<file path="config.mk">
export PLATFORM = sky130hd
export DESIGN_NAME = irq_ctl
export DESIGN_NICKNAME = d
export VERILOG_FILES = /design/src/rtl/cpu_pkg.sv /design/src/rtl/sync_chain.sv /design/src/rtl/irq_ctl.sv
export SDC_FILE = /design/constraint.sdc
export NUM_CORES = 1
export LEC_CHECK = 0
export CORE_AREA = 2 2 39 41
export DETAILED_ROUTE_END_ITERATION = 8
export DIE_AREA = 0 0 41 43
export GPL_TIMING_DRIVEN = 0
export PLACE_DENSITY = 0.62
export SYNTH_ARGS = -nofsm -noshare
export SYNTH_HDL_FRONTEND = slang
export SYNTH_HIERARCHICAL = 1
export SYNTH_SLANG_ARGS = --single-unit
</file>
<file path="constraint.sdc">
create_clock -name clk -period 1.4 [get_ports clk]
set_input_delay 0.28 -clock clk [delete_from_list [all_inputs] [get_ports clk]]
set_output_delay 0.28 -clock clk [all_outputs]
set_load 0.02 [all_outputs]
</file>
<file path="src/rtl/cpu_pkg.sv">
// Shared definitions for the 65C02 microcoded core: interrupt vector low
// bytes (page FF implied) and the WAI/STP hold state type.
package cpu_pkg;

  localparam logic [7:0] VEC_NMI = 8'hFA;
  localparam logic [7:0] VEC_RES = 8'hFC;
  localparam logic [7:0] VEC_IRQ = 8'hFE;

  typedef enum logic [1:0] {
    RUN  = 2'd0,
    WAIT = 2'd1,
    STOP = 2'd2
  } irq_state_t;

endpackage

</file>
<file path="src/rtl/sync_chain.sv">
// Multi-flop pin synchronizer. Resets to 1 so the active-low pins it
// carries read as deasserted while the core is held in reset.
module sync_chain #(
  parameter int STAGES = 2
) (
  input  logic clk,
  input  logic reset,
  input  logic d,
  output logic q
);

  logic [STAGES-1:0] ff;

  // Shift the raw pin through STAGES flops; the oldest sample is the output.
  always_ff @(posedge clk) begin
    if (reset) ff <= '1;
    else       ff <= {ff[STAGES-2:0], d};
  end

  assign q = ff[STAGES-1];

endmodule

</file>
<file path="src/rtl/irq_ctl.sv">
// Interrupt front end for the 65C02 microcoded core. Synchronizes irq_n and
// nmi_n, edge-detects NMI, raises the sequencer interrupt request, provides
// the effective I mask and latches the vector low byte on acceptance.
// Optional WAI/STP hold logic is built when IRQ_CTL_WAI_STOP_EN is defined.
module irq_ctl
  import cpu_pkg::*;
#(
  parameter int SYNC_STAGES = 2
) (
  input  logic       clk,
  input  logic       reset,
  input  logic       irq_n,
  input  logic       nmi_n,
  input  logic       sync,
  input  logic       i_flag,
  input  logic       wai_req,
  input  logic       stp_req,
  output logic       int_req,
  output logic       i_mask,
  output logic [7:0] vec_lo,
  output logic       taken,
  output logic       rdy_hold
);

  logic irq_s;
  logic nmi_s;
  logic nmi_prev;
  logic nmi_pend;
  logic nmi_edge;
  logic irq_lvl;

  sync_chain #(.STAGES(SYNC_STAGES)) u_irq_sync (
    .clk   (clk),
    .reset (reset),
    .d     (irq_n),
    .q     (irq_s)
  );

  sync_chain #(.STAGES(SYNC_STAGES)) u_nmi_sync (
    .clk   (clk),
    .reset (reset),
    .d     (nmi_n),
    .q     (nmi_s)
  );

  assign irq_lvl  = ~irq_s;
  assign nmi_edge = nmi_prev & ~nmi_s;
  assign i_mask   = i_flag & ~nmi_pend;
  assign taken    = sync & int_req & ~i_mask & ~rdy_hold;

  // Previous synchronized NMI level, reset high so reset release is no edge.
  always_ff @(posedge clk) begin
    if (reset) nmi_prev <= 1'b1;
    else       nmi_prev <= nmi_s;
  end

  // NMI pending flag: a fresh falling edge beats the clear from acceptance.
  always_ff @(posedge clk) begin
    if (reset)                    nmi_pend <= 1'b0;
    else if (nmi_edge)            nmi_pend <= 1'b1;
    else if (taken && nmi_pend)   nmi_pend <= 1'b0;
  end

  // Registered request to the sequencer; IRQ is a level, never latched.
  always_ff @(posedge clk) begin
    if (reset) int_req <= 1'b0;
    else       int_req <= nmi_pend | irq_lvl;
  end

  // Vector low byte, updated only on acceptance; NMI outranks IRQ.
  always_ff @(posedge clk) begin
    if (reset)      vec_lo <= VEC_RES;
    else if (taken) vec_lo <= nmi_pend ? VEC_NMI : VEC_IRQ;
  end

`ifdef IRQ_CTL_WAI_STOP_EN
  irq_state_t state;
  irq_state_t state_nxt;

  // Next-state logic: WAIT wakes on any request even when masked; STOP only leaves on reset.
  always_comb begin
    state_nxt = state;
    case (state)
      RUN: begin
        if (stp_req)      state_nxt = STOP;
        else if (wai_req) state_nxt = WAIT;
      end
      WAIT: begin
        if (nmi_pend | irq_lvl) state_nxt = RUN;
      end
      STOP:    state_nxt = STOP;
      default: state_nxt = RUN;
    endcase
  end

  // State and the registered core stall derived from the next state.
  always_ff @(posedge clk) begin
    if (reset) begin
      state    <= RUN;
      rdy_hold <= 1'b0;
    end else begin
      state    <= state_nxt;
      rdy_hold <= (state_nxt != RUN);
    end
  end
`else
  logic unused_req;

  assign unused_req = wai_req ^ stp_req;
  assign rdy_hold   = 1'b0;
`endif

endmodule

</file>
; ---- Word-level counts from Yosys, hierarchy flattened
; Index checks and enable logic that the tools add are counted.
[word_totals]
regBits = 15
in_bits = 8
output_inout_bits = 12
word_cells = 20
[op_classes]
muxes = 3
bitwise = 9
n_reduce_logical = 2
[op_table]
columns = operator, n
row1 = $and A1 B1 Y1, 4
row2 = $not A1 Y1, 4
row3 = $mux W3, 1
row4 = $mux W1, 2
row5 = $reduce_bool A2 Y1, 1
row6 = $logic_and A1 B1 Y1, 1
row7 = $or A1 B1 Y1, 1

; ---- Depth between registers and ports, before layout
[depth]
depth_word = 7
depth_mapped = 3
depth_no_buf = 3

; ---- Cells and area by module
; The synthesis kept the hierarchy.
[by_module_without_submodules]
columns = module, instances, cells_per_inst, area_each_um2, seq_area_each_um2
row1 = irq_ctl, 1, 27, 236.5, 100.1
row2 = sync_chain, 2, 4, 52.6, 40.0

; ---- Worst setup path after synthesis
; OpenSTA, ideal clock, no wires.
[synth_timing]
path_kind = flip-flop to output port
from = register int_req
to = output taken
arrival_time_ps = 792
t_required_ps = 1120
slack_ps = 328
path_stages_with_launch = 3
n_path_buf = 0
path_cell_list = dfxtp_1 nand2_1 nor2_2
[synth_between]
elab_chain_len = 2
[synth_lines]
columns = item, line_no
row1 = "start, declared", irq_ctl.sv:18  ; output logic int_req,
row2 = "start signal, assigned", irq_ctl.sv:67  ; else int_req <= nmi_pend | irq_lvl;
row3 = $and A1 B1 Y1 (2 in series), irq_ctl.sv:49  ; assign taken = sync & int_req & ~i_mask & ~rdy_hold;
row4 = "end, declared", irq_ctl.sv:21  ; output logic taken,
; No other way between the ends.

; ---- Worst setup path in the final report
[layout_timing]
from = input sync
to = output taken
[layout_between]
elab_chain_len = 2
[layout_lines]
columns = item, line_no
row1 = "start, declared", irq_ctl.sv:14  ; input logic sync,
row2 = $and A1 B1 Y1 (2 in series), irq_ctl.sv:49
; No other way between the ends.

==> out/summary.txt <==
Synth Warn # - 6
Gate Count Post-Synth - 35
Worst min path class - in -> reg
Synth Register Bits - 9
Drt first-iter violations - 2
Die X - 41 microns
Largest net degree at the start of global routing - 11
Clk sinks - 9
Pwr Total - 540 uW
Final setup TNS - 0 ns
Routed Antenna Nets - 0
Storage cell area - 180 sq um
I/O Buffers - 10
RD Place Congestion - 0.584
Antenna Cells - 0
Post-route design area - 517 sq um
Crit Path Class - in -> out
CTS H-Tree Depth - 1
Die Span Y - 43 microns
Die area - 1760 sq um
Global-route wire length before repair - 648 microns
Top cell type's share of synthesized area - 52.7%
CTS tree - yes
Setup violations, final - 0
Synth area leaders - dfxtp_1 (53%), buf_4 (15%), or2_1 (7.3%)
Post-synthesis sequential area ratio - 52.7%
Clk slew on worst S/H paths - 0.06 ns
Vias in the first global route - 170
Multi-input gate area - 136 sq um
Ports - 20
Leakage - 0.245 nW
Post-synthesis cell area - 342 sq um
Initial antenna violation count - 0
Inst Count DP - 66
Via density - 3.47
Clk_skew - 0.00171 ns
Gr usage total - 6.26%
Clock latency on the worst-skew pair - 0.25 ns
Synth-to-Final Area Change - 51.3%
Rows - 14
Hold Vio Cnt, Final - 0
Starting Density - 24.7%
Pre-antenna DRT Iters - 4
CP peak stage delay - 0.47 ns
Period utilization - 96.0%
Cell with the largest stage delay on the worst path - clkdlybuf4s50_1
Startpoint types - input port
Unique masters post-synth - 15
Final HPWL DP - 338 microns
Core Region - 1380 sq um
Placed cell areas - 480 sq um
Most frequent cells in the layout - dfxtp_1 (9), buf_4 (8), conb_1 (7)
# hold bufs at CTS - 0
Worst EP required - 1.12 ns
Status - completed
Fin. max-slew vios - 0
Final std cells w/o fill - 70
Data arrival, critical path - 1.06 ns
Area leader, netlist - dfxtp_1
Worst-case clock buffer depth - 2
Max IR drop VDD - 0.505 mV
Net count, final - 63
# fillers - 153
Via count - 243
Root Buffer - clkbuf_4
Post-synthesis average cell area - 9.76 sq um
TritonCTS Buffers - 3
Power Dens Cells - 1040 nW/um^2
Crit path cell chain - clkdlybuf4s50_1 -> nand2_2 -> nor2_4 -> buf_6
Share of cells above drive strength 1 - 29.6%
Crit path max fanout - 4
Commonest non-fill, non-tap cell in the layout - dfxtp_1
Minimum clock period - 1.34 ns
Worst Setup End Kind - output pin
Residual DRC - 0
Max-cap violations - 0
FMAX - 744 MHz
Drt total wl - 461 microns
Grt total ovfl - 0
Drt wl/cell - 6.59 microns
path summary, 6_finish.rpt:
kind | cells past startpoint | slack, ns | to | startpoint
max | 4 | 0.06 | taken | sync
min | 3 | 0.34 | vec_lo[2]$_SDFFE_PP1P_ | i_flag
max reg2reg | 2 | 0.54 | vec_lo[2]$_SDFFE_PP1P_ | nmi_pend$_SDFFE_PP0P_
min reg2reg | 1 | 0.40 | u_nmi_sync/ff[1]$_SDFF_PP1_ | u_nmi_sync/ff[0]$_SDFF_PP1_
synth_stat cells:
library cell  count
or2_2             1
o21ai_1           1
nand2_1           1
inv_1             1
nor2b_1           1
o21ba_1           1
buf_4             7
a21oi_1           2
conb_1            2
nor2_1            2
dfxtp_1           9
or2_1             4
nor2_2            1
o31a_1            1
nor2b_2           1
through the flow:
step | setup slack [ns] | hold WS (ns) | utilization (%)
4_1_cts | -0.00694 | 0.405 | 35.8
6_report | 0.0553 | 0.344 | 37.3
2_1_floorplan | 0.328 | 0.349 | -
3_3_place_gp | -0.470 | 0.385 | 34.7
3_5_place_dp | -0.460 | 0.390 | 34.7
5_1_grt | -0.00124 | 0.343 | 37.3
timing repair:
| item | 4_1_cts | 5_1_grt |
|---|---|---|
| gates resized for setup | 12 | 6 |
| endpoints found under the setup margin | 5 | 2 |
| setup buffers | 0 | 0 |
cell type report:
cell class	instances	share of cell area, %
multi-input cells	23	26.4
well taps	16	3.87
repair buffers	10	18.9
flip-flops and latches	9	34.9
inverters	1	0.726
plain buffers	7	10.2
clock buffers	4	5.08
flip-flops by register name, indices dropped and copies added, names as in the netlist:
name,flops
u_irq_sync/ff,2
u_nmi_sync/ff,2
int_req,1
vec_lo,2
nmi_pend,1
nmi_prev,1
where the power goes:
part / total [mW] / internal, mW / switching [mW]
Combinational: 0.0791 / 0.0398 / 0.0393
Sequential: 0.270 / 0.266 / 0.00419
Clock: 0.190 / 0.109 / 0.0809
routing by layer:
metal	track usage, %	vias up	part of all wire, %
li1	-	133	-
met1	6.21	96	38
met2	7.81	14	46
met3	7.85	0	16
met4	2.00	0	0
met5	0	-	0
worst max-delay path: cells and delay by family:
family / cells / cell delay, ns
buffers and inverters: 2 / 0.59
and+or+nand+nor: 2 / 0.19
cell families (layout without fill, tap and decap cells):
| family | Yosys count | after routing | share of synthesized area, % |
|---|---|---|---|
| AOI/OAI and AO/OA | 5 | 5 | 9.89 |
| buffers and inverters | 8 | 22 | 16.5 |
| DFF | 9 | 9 | 52.7 |
| other | 2 | 7 | 2.20 |
| and+or+nand+nor | 11 | 11 | 18.7 |
No activity file was read; power rests on OpenSTA's default activity.
